**config.mk**
```make
export PLATFORM = sky130hd
export DESIGN_NAME = step_counter
export DESIGN_NICKNAME = d
export VERILOG_FILES = /design/src/rtl/counter_pkg.sv /design/src/rtl/step_calc.sv /design/src/rtl/step_counter.sv
export SDC_FILE = /design/constraint.sdc
export NUM_CORES = 1
export LEC_CHECK = 0
export CAP_MARGIN = 30
export CORE_MARGIN = 1
export CORE_UTILIZATION = 40
export DETAILED_ROUTE_END_ITERATION = 7
export PLACE_DENSITY = 0.71
export SLEW_MARGIN = 20
export SYNTH_ARGS = -nofsm -noshare
export SYNTH_HDL_FRONTEND = slang
export SYNTH_HIERARCHICAL = 1
export SYNTH_SLANG_ARGS = --single-unit
export TNS_END_PERCENT = 1
```
**constraint.sdc**
```tcl
create_clock -name clk -period 2.88 [get_ports clk]
set_clock_uncertainty 0.15 [all_clocks]
set_input_delay 0.72 -clock clk [delete_from_list [all_inputs] [get_ports clk]]
set_output_delay 0.72 -clock clk [all_outputs]
set_load 0.03 [all_outputs]
```
**src/rtl/counter_pkg.sv**
```systemverilog
// counter_pkg: shared mode and direction types for step counters
package counter_pkg;
  typedef enum logic {COUNT_WRAP, COUNT_SATURATE} count_mode_e;
  typedef enum logic {DIR_UP, DIR_DOWN} count_dir_e;
endpackage

```
**src/rtl/step_calc.sv**
```systemverilog
// step_calc: combinational successor of count for one step in either direction
module step_calc import counter_pkg::*; #(
  parameter int unsigned MAX_VALUE = 255,
  parameter int unsigned STEP = 1,
  parameter count_mode_e MODE = COUNT_WRAP,
  localparam int unsigned W = $clog2(MAX_VALUE + 1)
) (
  input  logic [W-1:0] count,
  input  count_dir_e   direction,
  output logic [W-1:0] next_count,
  output logic         limit_hit
);
  localparam logic [W-1:0] MAX_W = W'(MAX_VALUE);
  localparam logic [W-1:0] STEP_W = W'(STEP);
  localparam logic [W-1:0] HEADROOM = W'(MAX_VALUE - STEP);
  logic up;
  logic sat;
  always_comb begin
    up = direction == DIR_UP;
    sat = MODE == COUNT_SATURATE;
    limit_hit = up ? count > HEADROOM : count < STEP_W;
    next_count = up ? count + STEP_W : count - STEP_W;
    if (limit_hit) next_count = (up ^ sat) ? '0 : MAX_W;
  end
endmodule

```
**src/rtl/step_counter.sv**
```systemverilog
// step_counter: registered wrap/saturate step counter with load, clear and terminal pulse
module step_counter import counter_pkg::*; #(
  parameter int unsigned MAX_VALUE = 255,
  parameter int unsigned STEP = 1,
  parameter count_mode_e MODE = COUNT_WRAP,
  localparam int unsigned W = $clog2(MAX_VALUE + 1)
) (
  input  logic         clk,
  input  logic         rst_n,
  input  logic         clear,
  input  logic         load,
  input  logic [W-1:0] load_value,
  input  logic         enable,
  input  count_dir_e   direction,
  output logic [W-1:0] count,
  output logic         terminal,
  output logic         at_max,
  output logic         at_min
);
  localparam logic [W-1:0] MAX_W = W'(MAX_VALUE);
  if (MAX_VALUE < 1) begin : g_bad_max
    $error("step_counter: MAX_VALUE must be at least 1");
  end
  if (STEP < 1 || STEP > MAX_VALUE) begin : g_bad_step
    $error("step_counter: STEP must be in 1..MAX_VALUE");
  end
  logic [W-1:0] step_next;
  logic         step_limit;
  logic [W-1:0] load_clamped;
  step_calc #(.MAX_VALUE(MAX_VALUE), .STEP(STEP), .MODE(MODE)) u_step_calc (
    .count(count),
    .direction(direction),
    .next_count(step_next),
    .limit_hit(step_limit)
  );
  assign load_clamped = load_value > MAX_W ? MAX_W : load_value;
  always_ff @(posedge clk) begin
    if (!rst_n) begin
      count <= '0;
      terminal <= 1'b0;
    end else begin
      count <= clear ? '0 : load ? load_clamped : enable ? step_next : count;
      terminal <= !clear && !load && enable && step_limit;
    end
  end
  assign at_max = count == MAX_W;
  assign at_min = count == '0;
endmodule

```
==> metrics.csv <==
metric,value,unit
Worst Tran Pin Value,0.4774,ns
number of diodes,0,
"Buf+Inv Stages, Crit Path",2,
Tot GR Track Use,20.75,%
Cell Int Power,258.0,uW
CP Capture Type,output port,
Final ANT Viol Nets,0,
total chip power,381.8,uW
depth of the most critical reg-to-reg path,9,
maximum VDD drop,0.2256,mV
layout cells sized above 1,12.80,%
total core area,1783,sq um
Min-Delay Endpoint,count[7],
Post-synth EDFFs,0,
total congestion overflow,0,
prevailing post-synth register cell,dfxtp_1,
Rel. slew slack,68.07,%
final hold viol count,0,
GP Congestion,0.8366,
switch share,32.42,%
PwrDens,342.1,nW/um^2
main area contributors after synthesis,"dfxtp_1, mux2i_1, a211oi_1, nor2b_1, ha_1",
Final min period,2.545,ns
Gate power share,39.0,%
cts bufs inserted,3,
Required @ worst endpoint,2.01,ns
Avg Inst Size Synth,8.297,sq um
vias in the first global route,709,
#FFs+latches synth,9,
Commonest cells post-synth,"dfxtp_1, mux2i_1, a211oi_1, nor2b_1, nor2_1",
drt pass-1 iters,4,
Mapped Cells,95,
H-Tree Depth,1,
first-pass GRT wire length,3.153,mm
fin area,1116,sq um
Crit path arrival time,1.67,ns
Fmax achieved,393.0,MHz
Avg WL per Cell,13.07,um
maximum clock path buffer count,2,
YS warnings,6,
Final #Nets,143,
Die W,46.39,um
Hold WC Path Type,reg -> reg,
Sw Pwr,123.8,uW
Worst R2R Start,count[0],
initial antenna violation count,0,
initial DRC count,24,
clock power share,25.3,%
Worst path slowest cell,clkdlybuf4s50_1,
syn_nets,112,
Synth top area share,22.86,%
Initial Utilization,44.21,%
largest net degree at the start of global routing,13,
reg2reg setup slack,0.62,ns
"Area growth, synth to finish",41.59,%
utilization after layout,62.60,%
Via density,5.347,
"CP delay by family, top",buffers and inverters,
hold path cells,2,
Post-Layout Cell Count,150,
"Cell Area, Synth",788.3,sq um
Post-synth ARST share,0,%
Root Buffer,clkbuf_4,
CTS tree,yes,
hpwl dp,1.469,mm
# clock sinks,9,
Max Cap Viol,0,
Top Ports,25,
Final setup viols,0,
Buffers on Ports,24,
final setup margin,0.3354,ns
area post-placement,1087,sq um
"Max FO, Critical Path",11,
WL final,1.960,mm
Yosys top cell by area,dfxtp_1,
Post-Place Worst Slack,0.08767,ns
clock slew seen by the registers of the worst setup and hold paths,0.06,ns
WS Path Type,reg -> out,
setup TNS,0,ns
die area,2152,sq um
post-synthesis sequential area ratio,22.86,%
cell chain of the critical path,buf_4 > nand4_1 > nor2_1 > clkdlybuf4s50_1,
run status,finished clean,
HP Start,count[7],
RSZ-0062 raised after global routing,false,
final worst-path cycle share,88.35,%
Worst setup SP type,register,
sequential share of power,35.7,%
clk_lat worst skew,0.26,ns
final hold slack,0.5231,ns
placed instance count,146,
r2r endpoint,count[1],
Vias,802,
"Distinct cells, synth",35,
P_leak,0.4588,nW
Final Max Tran Viols,0,
Site Rows,15,
critical path's largest stage delay,0.67,ns
Chip Height,46.39,um
DRC,0,
power groups by stage:
stage                     Sequential, mW  Combinational [mW]  Clock (mW)
final                              0.136               0.149      0.0968
after global routing               0.137               0.162       0.108
after CTS                          0.136               0.149       0.101
after detailed placement           0.139               0.148           0
after global placement             0.139               0.147           0
after floorplan                    0.156              0.0742           0
placed cells by master, fill, tap and decap left out, drive strengths merged:
cell,instances
xnor2,3
o21ai,3
or3,2
mux2i,9
and4b,2
nand2b,1
nor2b,8
nand4b,1
dfxtp,9
dlymetal6s2s,1
buf,8
o211ai,4
a31o,1
and4,1
or3b,1
nor3,2
nor3b,1
a32oi,1
o31ai,1
xor2,1
nand3,3
a21oi,3
nand2,4
and3b,3
clkbuf,4
ha,3
nand4,3
a211oi,8
nor2,5
inv,4
clkdlybuf4s50,23
or4,2
metal layers:
metal | global-route usage [%] | up-vias | part of all wire, %
met5 | 0 | - | 0
met4 | 3.529 | 0 | 0
met3 | 7.059 | 0 | 5.7
met2 | 33.61 | 24 | 47
met1 | 26.64 | 362 | 47
li1 | - | 416 | -
worst max-delay path by stage:
stage          startpoint       end  depth (start not counted)
3_5_place_dp    direction  count[1]                          7
2_1_floorplan    count[3]    at_min                          2
6_report         count[6]    at_max                          4
4_1_cts          count[4]    at_min                          3
5_1_grt         direction  count[7]                          7
3_3_place_gp    direction  count[7]                          7
sequential cells by signal, summed over array words and instances (netlist names):
signal and count:
count 8, terminal 1
logic make-up after synthesis:
kind of cell	Yosys count	share of synthesized area [%]
flops	9	22.86
mux	9	11.43
compound gates	21	18.41
xor+xnor	4	4.445
fa+ha+maj	3	4.762
simple gates	39	32.06
buf+inv	10	6.031
what timing repair did:
item	4_1_cts	5_1_grt
endpoints found under the setup margin	0	1
setup buffers	0	0
hold buffers	0	0
gates resized for setup	0	1
tightest hold or removal path, cell delays in order, from the launching register on:
cell      delay [ns]
dfxtp_1         0.39
mux2i_1         0.16
a211oi_1        0.08
layout make-up:
cell class / instances / area, sq um
Clock buffer: 4 / 26.28
Inverter: 4 / 15.01
Multi-Input combinational cell: 76 / 560.5
Timing Repair Buffer: 32 / 302.8
Tap cell: 25 / 31.28
Sequential cell: 9 / 180.2
Fill cell: 166 / 666.9
Note: power is estimated with default switching activity, not from simulation.
